--- config.mk ---
export PLATFORM = sky130hd
export DESIGN_NAME = task_mapper_lb
export DESIGN_NICKNAME = d
export VERILOG_FILES = /design/src/rtl/task_mapper_lb.sv
export SDC_FILE = /design/constraint.sdc
export NUM_CORES = 1
export LEC_CHECK = 0
export BUFFER_PORTS_ARGS = -buffer_cell sky130_fd_sc_hd__buf_2
export CAP_MARGIN = 10
export CELL_PAD_IN_SITES_DETAIL_PLACEMENT = 0
export CELL_PAD_IN_SITES_GLOBAL_PLACEMENT = 2
export CORE_MARGIN = 3
export CORE_UTILIZATION = 27
export CTS_CLUSTER_DIAMETER = 150
export CTS_CLUSTER_SIZE = 16
export DETAILED_ROUTE_END_ITERATION = 12
export PLACE_DENSITY = 0.68
export SYNTH_ARGS = -nofsm -noshare
export SYNTH_HDL_FRONTEND = slang
export SYNTH_SLANG_ARGS = --single-unit
--- constraint.sdc ---
create_clock -name clk -period 14.9 [get_ports clk]
set_input_delay 0.745 -clock clk [delete_from_list [all_inputs] [get_ports clk]]
set_output_delay 0.745 -clock clk [all_outputs]
set_load 0.02 [all_outputs]
--- src/rtl/task_mapper_lb.sv ---
// Task mapper: collects a task-graph adjacency matrix, sums each task's outgoing
// communication volume and captures the root task. It then assigns every active
// task to the currently least-loaded processing element, root task first.
//
// state   | meaning
// --------+------------------------------------------------------------
// COLLECT | accepting matrix entries, accumulating volumes, root capture
// MAP     | scanning tasks, presenting (task, PE) pairs on map_* handshake
// FIN     | done pulse, clear per-application state, back to COLLECT
module task_mapper_lb #(
    parameter int NUM_V  = 4,
    parameter int NUM_PE = 2,
    parameter int W_W    = 32,
    parameter int VOL_W  = 32,
    localparam int IDX_W = (NUM_V > 1) ? $clog2(NUM_V) : 1,
    localparam int PE_W  = (NUM_PE > 1) ? $clog2(NUM_PE) : 1
) (
    input  logic             clk,
    input  logic             rst_b,
    input  logic             in_valid,
    output logic             in_ready,
    input  logic [IDX_W-1:0] in_row,
    input  logic [IDX_W-1:0] in_col,
    input  logic [W_W-1:0]   in_weight,
    input  logic             app_end,
    output logic             root_valid,
    output logic [IDX_W-1:0] root_task,
    output logic             map_valid,
    input  logic             map_ready,
    output logic [IDX_W-1:0] map_task,
    output logic [PE_W-1:0]  map_pe,
    output logic             done,
    output logic             empty_app
);

    typedef enum logic [1:0] {S_COLLECT, S_MAP, S_FIN} state_t;

    // Scan step 0 is the root task, steps 1..NUM_V are indices 0..NUM_V-1.
    localparam int               STEP_W    = $clog2(NUM_V + 1);
    localparam logic [STEP_W-1:0] LAST_STEP = STEP_W'(NUM_V);
    localparam logic [IDX_W:0]    NUM_V_X   = (IDX_W + 1)'(NUM_V);
    localparam int               SUM_W     = ((VOL_W > W_W) ? VOL_W : W_W) + 1;
    localparam logic [VOL_W-1:0]  VOL_MAX   = '1;

    state_t             state_q, state_d;
    logic [VOL_W-1:0]   vol_q  [NUM_V];
    logic [VOL_W-1:0]   vol_d  [NUM_V];
    logic [VOL_W-1:0]   load_q [NUM_PE];
    logic [VOL_W-1:0]   load_d [NUM_PE];
    logic               root_valid_q, root_valid_d;
    logic [IDX_W-1:0]   root_task_q, root_task_d;
    logic [STEP_W-1:0]  step_q, step_d;

    logic               accept;
    logic               entry_ok;
    logic [IDX_W-1:0]   cur_idx;
    logic [VOL_W-1:0]   cur_vol;
    logic               cur_active;
    logic [PE_W-1:0]    best_pe;
    logic [VOL_W-1:0]   best_load;
    logic               handshake;
    logic               step_done;

    function automatic logic [VOL_W-1:0] sat_add_w(input logic [VOL_W-1:0] a,
                                                   input logic [W_W-1:0]   b);
        logic [SUM_W-1:0] s;
        s = SUM_W'(a) + SUM_W'(b);
        return (s > SUM_W'(VOL_MAX)) ? VOL_MAX : s[VOL_W-1:0];
    endfunction

    function automatic logic [VOL_W-1:0] sat_add_v(input logic [VOL_W-1:0] a,
                                                   input logic [VOL_W-1:0] b);
        logic [VOL_W:0] s;
        s = {1'b0, a} + {1'b0, b};
        return s[VOL_W] ? VOL_MAX : s[VOL_W-1:0];
    endfunction

    // Entry qualification, current scan task and least-loaded PE selection
    always_comb begin
        accept     = in_valid && in_ready;
        entry_ok   = accept && (in_weight != '0) && (in_row != in_col)
                     && ({1'b0, in_row} < NUM_V_X) && ({1'b0, in_col} < NUM_V_X);
        cur_idx    = (step_q == '0) ? root_task_q : IDX_W'(step_q - STEP_W'(1));
        cur_vol    = vol_q[cur_idx];
        // The root is revisited in ascending order and must be skipped there.
        cur_active = (cur_vol != '0) && ((step_q == '0) || (cur_idx != root_task_q));
        best_pe    = '0;
        best_load  = load_q[0];
        for (int p = 1; p < NUM_PE; p++) begin
            if (load_q[p] < best_load) begin
                best_load = load_q[p];
                best_pe   = PE_W'(p);
            end
        end
        handshake  = (state_q == S_MAP) && cur_active && map_ready;
        step_done  = (state_q == S_MAP) && (!cur_active || map_ready);
    end

    // State register
    always_ff @(posedge clk) begin
        if (!rst_b) state_q <= S_COLLECT;
        else        state_q <= state_d;
    end

    // Next-state logic
    always_comb begin
        state_d = state_q;
        case (state_q)
            S_COLLECT: if (app_end) state_d = (root_valid_q || entry_ok) ? S_MAP : S_FIN;
            S_MAP:     if (step_done && (step_q == LAST_STEP)) state_d = S_FIN;
            S_FIN:     state_d = S_COLLECT;
            default:   state_d = S_COLLECT;
        endcase
    end

    // Outputs decoded from state and scan position
    always_comb begin
        in_ready   = rst_b && (state_q == S_COLLECT);
        map_valid  = (state_q == S_MAP) && cur_active;
        map_task   = map_valid ? cur_idx : '0;
        map_pe     = map_valid ? best_pe : '0;
        done       = (state_q == S_FIN);
        empty_app  = (state_q == S_FIN) && !root_valid_q;
        root_valid = root_valid_q;
        root_task  = root_task_q;
    end

    // Next values for volumes, loads, root capture and scan step
    always_comb begin
        vol_d        = vol_q;
        load_d       = load_q;
        root_valid_d = root_valid_q;
        root_task_d  = root_task_q;
        step_d       = step_q;
        case (state_q)
            S_COLLECT: begin
                step_d = '0;
                if (entry_ok) begin
                    vol_d[in_row] = sat_add_w(vol_q[in_row], in_weight);
                    if (!root_valid_q) begin
                        root_valid_d = 1'b1;
                        root_task_d  = in_row;
                    end
                end
            end
            S_MAP: begin
                if (handshake) load_d[best_pe] = sat_add_v(load_q[best_pe], cur_vol);
                if (step_done) step_d = step_q + STEP_W'(1);
            end
            S_FIN: begin
                for (int i = 0; i < NUM_V; i++)  vol_d[i]  = '0;
                for (int p = 0; p < NUM_PE; p++) load_d[p] = '0;
                root_valid_d = 1'b0;
                step_d       = '0;
            end
            default: step_d = '0;
        endcase
    end

    // Datapath registers
    always_ff @(posedge clk) begin
        if (!rst_b) begin
            for (int i = 0; i < NUM_V; i++)  vol_q[i]  <= '0;
            for (int p = 0; p < NUM_PE; p++) load_q[p] <= '0;
            root_valid_q <= 1'b0;
            root_task_q  <= '0;
            step_q       <= '0;
        end else begin
            vol_q        <= vol_d;
            load_q       <= load_d;
            root_valid_q <= root_valid_d;
            root_task_q  <= root_task_d;
            step_q       <= step_d;
        end
    end

endmodule

==> After elaboration in Yosys (flattened, before gate mapping) <==
Index checks and enable logic that the tools add are counted.
{ "word_totals": {"regBits": 200, "latchBits": 0, "mem_bits_rw": 0, "mem_bits_ro": 0, "input_bits": 41, "output_inout_bits": 10, "word_cells": 93, "mem_count": 0} }
{ "classes": {"addsub": 4, "n_mul": 0, "n_div": 0, "order_cmp": 7, "eq_ne": 9, "shifts": 0, "muxes": 31, "bitwise": 4, "n_reduce_logical": 28} }
{ "ops": {"columns": ["op", "n"], "rows": [
  ["$mux W32", 11],
  ["$pmux W128 S2", 1],
  ["$bmux W32 S2", 2],
  ["$bwmux W128", 1],
  ["$mux W128", 1],
  ["$pmux W64 S2", 1],
  ["$add A32 B32 Y33", 2],
  ["$bwmux W64", 1],
  ["$demux W32 S2", 1],
  ["$mux W64", 1],
  ["$reduce_bool A32 Y1", 2],
  ["$gt A33 B32 Y1 const B", 1],
  ["$demux W32 S1", 1],
  ["$lt A32 B32 Y1", 1],
  ["$logic_and A1 B1 Y1", 12],
  ["$mux W2", 5],
  ["$reduce_and A2 Y1", 4],
  ["$ge A3 B3 Y1 const B", 2],
  ["$ne A2 B2 Y1 const B", 3],
  ["$not A2 Y3", 2],
  ["$ne A2 B2 Y1", 2],
  ["$pmux W2 S2", 1],
  ["$reduce_bool A2 Y1", 2],
  ["$add A3 B1 Y3 const B", 1],
  ["other kinds (17)", 22]
]} }

==> Logic depth before layout (Yosys ltp) <==
Gate-level depths: netlist (run 1).
{ "logic_depth": {"ltp_word": 14, "mapped_depth": 23, "ltp_nobuf": 21} }

==> Worst setup path after synthesis (run 1) <==
No wires, ideal clock.
{ "synth_path": {"kind": "register to register", "start": "register load_q[57] (netlist bit)", "end": "register load_q[29] (netlist bit)", "setup_time_ns": 0.070, "t_arrival_ns": 4.843, "t_required_ns": 14.830, "setup_slack_ns": 9.987, "path_stages_with_launch": 24, "n_path_buf": 2, "synth_period_minus_slack_ns": 4.913, "path_cell_list": "dfxtp_1 -> inv_1 -> ha_1 -> a21o_1 -> a21o_1 -> a21o_1 -> a211o_1 -> o2111ai_1 -> nand4_1 -> clkbuf_1 -> mux2_2 -> ha_1 -> inv_1 -> fa_1 -> nor2b_1 -> o31ai_1 -> a211oi_1 -> o21ai_0 -> a21oi_1 -> o21ai_0 -> a21boi_0 -> clkbuf_1 -> a311oi_1 -> o2bb2ai_1"} }
{ "synth_between": {"elab_chain_len": 11, "word_cells_on_any_way": 16, "classes_between": "add/sub (1); order compare (3); mux (10); bitwise (1); reduce/logical (1)"} }
{ "synth_rtl": {"columns": ["element", "line", "rtl"], "rows": [
  ["start, declared", "48", "logic [VOL_W-1:0] load_q [NUM_PE];"],
  ["start signal, assigned", "170", "load_q <= load_d;"],
  ["$lt A32 B32 Y1", "90", "if (load_q[p] < best_load) begin"],
  ["$mux W1", "90", null],
  ["$not A1 Y2 (not written as such)", "147", "if (handshake) load_d[best_pe] = sat_add_v(load_q[best_pe], cur_vol);"],
  ["$mux W32 (not written as such) (3 in series)", "147", null],
  ["$add A32 B32 Y33", "74", "s = {1'b0, a} + {1'b0, b};"],
  ["$mux W32", "75", "return s[VOL_W] ? VOL_MAX : s[VOL_W-1:0];"],
  ["$bwmux W64 *", "147", null],
  ["$mux W64 *", "147", null],
  ["$pmux W64 S2 *", "135", "case (state_q)"]
]} }
Every way passes the cells marked *; elsewhere a longest branch is shown, timed or not. The select of a mux whose other input is x is not followed.
A chain may end at the register's enable or synchronous reset.

==> Worst setup path in the final report (run 1) <==
{ "layout_path": {"start": "register load_q[41] (netlist bit)", "end": "register load_q[53] (netlist bit)"} }
The elaborated chain is that of the path after synthesis.

==> impl_metrics.ini, run 1 <==
[route]
drtIter0Drc = 1085
detail_route.first_pass.iterations = 5
post-route-drc-count = 0
vias = 13039
routed_wl_um = 51660
viasPerCell = 5.456
drtAntennaViolNets = 0
wl_per_cell_um = 21.62

[grt]
first_global_vias = 12600
grt_first_pass_wirelength_um = 79640
antenna_found_initial = 0
grt_usage_pct = 18.31
grt_start_max_net_pins = 76
grt.overflow.total = 0

[clock_tree]
cts_resized = 0
h-tree-depth = 4
cts_inserted_buffers = 17
cts_tree = done
clkTransAtPathRegs_ns = 0.07
clock-sinks = 200
ctsLongestPathBuffers = 2
cts_post_setup_buffers_inserted = 0
clock_latency_ns = 0.47
postCtsHoldBufs = 0
cts-root-buf = clkbuf_16

[sta]
relSlewSlack_pct = 29.17
worstMarginPinSlew_ns = 1.060
period_share_pct = 46.32
fmax_mhz = 144.9
finalHoldViolations = 0
fin_crit_ns = 6.901
skew_ns = 0.01961
setup_viol = 0
tns_ns = 0
grt_setup_unrepaired = no
maxSlewViolCount = 0

[yosys]
yosys.area.top_type = dfxtp_1
ys_ff_latch = 200
synthArstFlopShare_pct = 0
yosys-top-cells-count = 208 x nand2_1, 200 x dfxtp_1, 108 x o21ai_0
synth_nets = 1875
netlist_area_um2 = 14210
synth_top_area_share_pct = 28.18
avgSynthCellArea_um2 = 8.199
synth.most_common_cell = nand2_1
synth_cells = 1733
ys_seq_area_share_pct = 28.18
synth_ff_type = dfxtp_1
synth_edf_count = 0
yosys_warnings = 0
yosys-top-cells-area = dfxtp_1 28%, ha_1 8.7%, nand2_1 5.5%
synth_cell_type_count = 75

[pwr]
peakVddDrop_uv = 77.18
p_leak_nw = 5.970
p_per_area_nw_per_um2 = 86.83
total_power_mw = 1.348

[floorplanning]
boundaryPins = 51
start_util_pct = 27.47
die_w_um = 235.4
coreArea_um2 = 51720
die_area_um2 = 55410
die_y_um = 235.4
rows = 83

[worst_setup_path]
reg2reg_setup_slack_ns = 8.00
worstRegToRegCells = 22
cp-end-kind = flip-flop
crit_path_start_kind = flip-flop
crit_required_ns = 15.30
reg2reg_to = load_q[53]
cp_max_fo = 31
reg2reg_from = load_q[41]
worstPathArrival_ns = 7.30
setup.worst_path.class = reg -> reg

[hold_path]
hold_end = load_q[57]
min_path_cells = 1
hp-start = load_q[57]
holdCritPathClass = reg -> reg

[layout]
drive_gt1_share_pct = 11.00
syn_to_final_growth_pct = 9.229
nets = 1838

[placement]
io_buffers = 50
dp_hpwl_um = 35630
place.gp.congestion = 0.8264

[outcome]
outcome = finished clean

[run]
maxCapViolations = 0
[sequential cells by signal, summed over array words and instances, names as in the netlist]
signal / flops
load_q: 64
step_q: 3
root_task: 2
vol_q: 128
root_valid: 1
state_q: 2
[routing by layer]
metal / up-vias / routed length (µm) / global-route usage, %
li1: 6357 / - / -
met1: 6312 / 25590 / 26.92
met2: 320 / 22560 / 27.77
met3: 50 / 2508 / 3.081
met4: 0 / 996 / 4.388
met5: - / 0 / 0
[stage by stage]
step                instance area, µm²  setup slack (ns)  cells  hold WS [ns]  utilization [%]
floorplan                        14210             9.987   1733        0.4408                -
global placement                 14960             8.009   2357        0.4615            28.92
detailed placement               14960             7.965   2357        0.4637            28.92
CTS                              15520             7.925   2389        0.4860            30.00
global route                     15520             7.426   2389        0.4973            30.00
finish                           15520             7.999   2390        0.4845            30.01
[worst max-delay path by stage]
stage / start / end / cells past startpoint
global placement: load_q[41] / load_q[28] / 22
global route: load_q[41] / load_q[41] / 22
finish: load_q[41] / load_q[53] / 22
CTS: load_q[41] / load_q[53] / 22
floorplan: load_q[57] / load_q[29] / 23
detailed placement: load_q[41] / load_q[21] / 22
[layout by cell type, fill, tap and decap left out, types with 5 or more instances in the layout]
master     instances
a211oi_1          13
o21bai_1           8
mux4_2            32
buf_4             19
ha_1              98
clkbuf_16         17
a21o_1            34
o21ai_0          107
nand2b_1          10
and3_1            36
inv_1             59
xnor2_1           30
nand2_1          206
mux2_2            33
a21oi_1           69
nor3_1            57
o21a_1            25
nand4_1           30
a211o_1            6
clkbuf_1           5
nand3_1           84
a2111oi_0         10
nor3b_1            5
and2_1            61
xor2_1            20
dfxtp_1          200
nor2b_1            8
o31ai_1            8
a31oi_1           33
buf_2             50
o2bb2ai_1         64
o31a_1             6
or3_1              8
nor2_1            88
a221oi_1          35
nor4_1            41
mux2i_1           18
[report_power, final]
group          switching (mW)  internal, mW  total (mW)
clock                   0.232         0.242       0.474
sequential             0.0138         0.546       0.560
combinational           0.213         0.101       0.314
total                   0.459         0.888        1.35
[worst max-delay path: stages, from the launching register on]
cell       delay [ns]
dfxtp_1          0.35
inv_1            0.05
ha_1             0.28
a21oi_1          0.14
nor2_1           0.05
a2111oi_0        0.40
o21ai_0          0.16
o211ai_1         0.25
nand4_1          0.76
buf_4            0.54
mux2_2           0.27
ha_1             0.18
inv_1            0.06
fa_1             0.39
nor2b_1          0.18
o31ai_1          0.13
a211oi_1         0.39
o21ai_0          0.22
a21oi_1          0.46
o21ai_0          0.27
a21boi_4         0.88
nor3_1           0.18
o2bb2ai_1        0.20
[layout make-up]
class	instances	area (µm²)
fillers	5592	36200
multi-input cells	1348	9485
flip-flops and latches	200	4004
well taps	680	850.8
clock buffers	24	471.7
repair buffers	69	392.9
inverters	60	225.2
clock inverters	8	87.58
diodes	1	2.502
[kinds of logic (layout without fill, tap and decap cells)]
group / count (synthesis) / count (layout) / share of synthesized area [%]
simple gates: 649 / 649 / 22.31
flops: 200 / 200 / 28.18
buf+inv: 185 / 161 / 5.310
xor+xnor: 50 / 50 / 3.082
mux: 85 / 85 / 9.220
fa+ha+maj: 101 / 101 / 9.000
other cells: 0 / 1 / 0
compound gates: 463 / 463 / 22.90
Note: power is estimated with default switching activity, not from simulation.
==> inputs of run 2 (changes only) <==
--- a/config.mk
+++ b/config.mk
@@ -5,6 +5,7 @@
 export SDC_FILE = /design/constraint.sdc
 export NUM_CORES = 1
 export LEC_CHECK = 0
+export ABC_AREA = 1
 export BUFFER_PORTS_ARGS = -buffer_cell sky130_fd_sc_hd__buf_2
 export CAP_MARGIN = 10
 export CELL_PAD_IN_SITES_DETAIL_PLACEMENT = 0
@@ -14,7 +15,7 @@
 export CTS_CLUSTER_DIAMETER = 150
 export CTS_CLUSTER_SIZE = 16
 export DETAILED_ROUTE_END_ITERATION = 12
-export PLACE_DENSITY = 0.68
+export PLACE_DENSITY = 0.73
 export SYNTH_ARGS = -nofsm -noshare
 export SYNTH_HDL_FRONTEND = slang
 export SYNTH_SLANG_ARGS = --single-unit
==> constraint.sdc (replaced) <==
create_clock -name clk -period 7.1 [get_ports clk]
set_input_delay 0.355 -clock clk [delete_from_list [all_inputs] [get_ports clk]]
set_output_delay 0.355 -clock clk [all_outputs]
set_load 0.02 [all_outputs]
==> impl_metrics.ini, run 2 <==
[outcome]
outcome = finished clean

[worst_setup_path]
reg2reg_from = step_q[0]
cp-end-kind = flip-flop
critPathLaunch = step_q[0]
crit_path_start_kind = flip-flop
cp_max_fo = 64
worstSetupEndpoint = load_q[20]
crit_required_ns = 7.48
worstRegToRegCells = 21
setup.worst_path.class = reg -> reg
reg2reg_setup_slack_ns = 1.41
worstPathArrival_ns = 6.08
reg2reg_to = load_q[20]

[route]
wl_per_cell_um = 18.01
detail_route.first_pass.iterations = 5
routed_wl_um = 53070
drtAntennaViolNets = 0
vias = 14834
viasPerCell = 5.035
post-route-drc-count = 0
drtIter0Drc = 1291

[floorplanning]
die_area_um2 = 55580
start_util_pct = 27.56
die_w_um = 235.7
coreArea_um2 = 51720
boundaryPins = 51
die_y_um = 235.7
rows = 83

[clock_tree]
cts_inserted_buffers = 17
ctsLongestPathBuffers = 2
h-tree-depth = 4
clock_latency_ns = 0.47
clock-sinks = 200
cts_post_setup_buffers_inserted = 0
postCtsHoldBufs = 0
cts_tree = done
cts-root-buf = clkbuf_16
clkTransAtPathRegs_ns = 0.08
cts_resized = 0

[layout]
final_common_cell = nand2_1
largest_reg_flops = 128
regMostFlops = vol_q
drive_gt1_share_pct = 6.222
fill_cells = 5836
final_cell_mix = 740 x nand2_1, 322 x a21oi_1, 244 x nand3_1
reg.largest.list = vol_q (128), load_q (64), step_q (3)
utilization_pct = 30.37
final_cells = 2946
nets = 2395
syn_to_final_growth_pct = 10.20
n_antenna_cell = 0
finish.instance_area_um2 = 15710

[yosys]
avgSynthCellArea_um2 = 6.275
yosys.area.top_type = dfxtp_1
synthArstFlopShare_pct = 0
synth.most_common_cell = nand2_1
yosys-top-cells-count = 741 x nand2_1, 323 x a21oi_1, 244 x nand3_1
synth_ff_type = dfxtp_1
synth_cells = 2271
synth_nets = 2413
ys_seq_area_share_pct = 28.09
netlist_area_um2 = 14250
ys_ff_latch = 200
yosys-top-cells-area = dfxtp_1 28%, nand2_1 20%, a21oi_1 11%
yosys_warnings = 0
synth_edf_count = 0
synth_cell_type_count = 43
synth_top_area_share_pct = 28.09

[grt]
grt_usage_pct = 18.78
antenna_found_initial = 0
first_global_vias = 14112
grt.overflow.total = 0
grt_first_pass_wirelength_um = 82310
grt_start_max_net_pins = 107

[pwr]
power.share.clock_pct = 21.5
peakVddDrop_uv = 297.8
internal_power_mw = 2.320
p_per_area_nw_per_um2 = 296.3
power_switching_mw = 2.334
p_sw_share_pct = 50.14
seq_power_share_pct = 25.0
p_leak_nw = 6.570
combPwrFrac_pct = 53.5

[sta]
grt_setup_unrepaired = no
period_share_pct = 80.19
setup_viol = 0
tns_ns = 0
finalHoldViolations = 0
fin_crit_ns = 5.693
fmax_mhz = 175.6
worstMarginPinSlew_ns = 1.059
skew_ns = 0.01554
relSlewSlack_pct = 29.23
maxSlewViolCount = 0

[hold_path]
hp-start = app_end
holdCritPathClass = in -> reg

[placement]
dp.cells = 2914
place.gp.congestion = 0.8379
dp_hpwl_um = 36960
io_buffers = 50
dpl_cell_area_um2 = 15120

[run]
maxCapViolations = 0
-- run 2: critical path, cell delays in order (launching register included) --
cell	delay, ns
dfxtp_1	0.34
inv_1	0.15
ha_1	0.31
nand3_2	0.61
nand2_4	0.94
nand2_1	0.10
nand3_1	0.11
nand2_1	0.11
inv_1	0.08
ha_1	0.16
inv_1	0.06
fa_1	0.39
o21ai_0	0.36
a21oi_1	0.21
o21ai_0	0.46
nand3_1	0.17
nand2_1	0.16
a21oi_4	0.14
buf_4	0.27
nand3_1	0.14
nand3_1	0.10
a21oi_1	0.19
-- run 2: per-layer routing --
metal	wire, µm	global-route usage (%)	up-vias
li1	-	-	7539
met1	25640	26.15	6860
met2	24270	30.60	384
met3	2328	2.238	51
met4	836	5.199	0
met5	0	0	-
-- run 2: worst min path at each step --
stage	end	depth (start not counted)
6_report	state_q[1]	3
5_1_grt	state_q[0]	3
4_1_cts	state_q[1]	3
3_5_place_dp	load_q[47]	2
3_3_place_gp	load_q[38]	2
2_1_floorplan	load_q[53]	2
-- run 2: area by class of cell --
cell class                 count  area, µm²  area share (%)
clock buffer                  17      425.4           2.709
clock inverter                15      161.4           1.028
inverter                     171      648.1           4.127
multi-input combinational   1791       9200           58.58
sequential                   200       4004           25.49
tap                          680      850.8           5.417
timing repair buffer          72      415.4           2.645
-- run 2: metrics by stage --
step	power [mW]	setup slack [ns]	hold WS, ns
2_1_floorplan	2.905	2.854	0.4392
3_3_place_gp	3.669	1.552	0.4492
3_5_place_dp	3.673	1.441	0.4523
4_1_cts	4.686	1.391	0.1341
5_1_grt	5.031	0.9639	0.1695
6_report	4.654	1.407	0.1606
-- run 2: cell families after synthesis --
group           count (synthesis)  share of synthesized area (%)
compound gates                479                          18.59
xor+xnor                       36                          2.212
fa+ha+maj                     101                          8.973
buf+inv                       280                          7.788
flops                         200                          28.09
simple gates                 1175                          34.35
-- run 2: power by group through the flow --
stage	Combinational (mW)	Sequential (mW)	Clock [mW]
6_report	2.49	1.16	0.999
5_1_grt	2.79	1.17	1.07
3_3_place_gp	2.48	1.19	0
3_5_place_dp	2.48	1.19	0
2_1_floorplan	1.72	1.19	0
4_1_cts	2.49	1.16	1.03
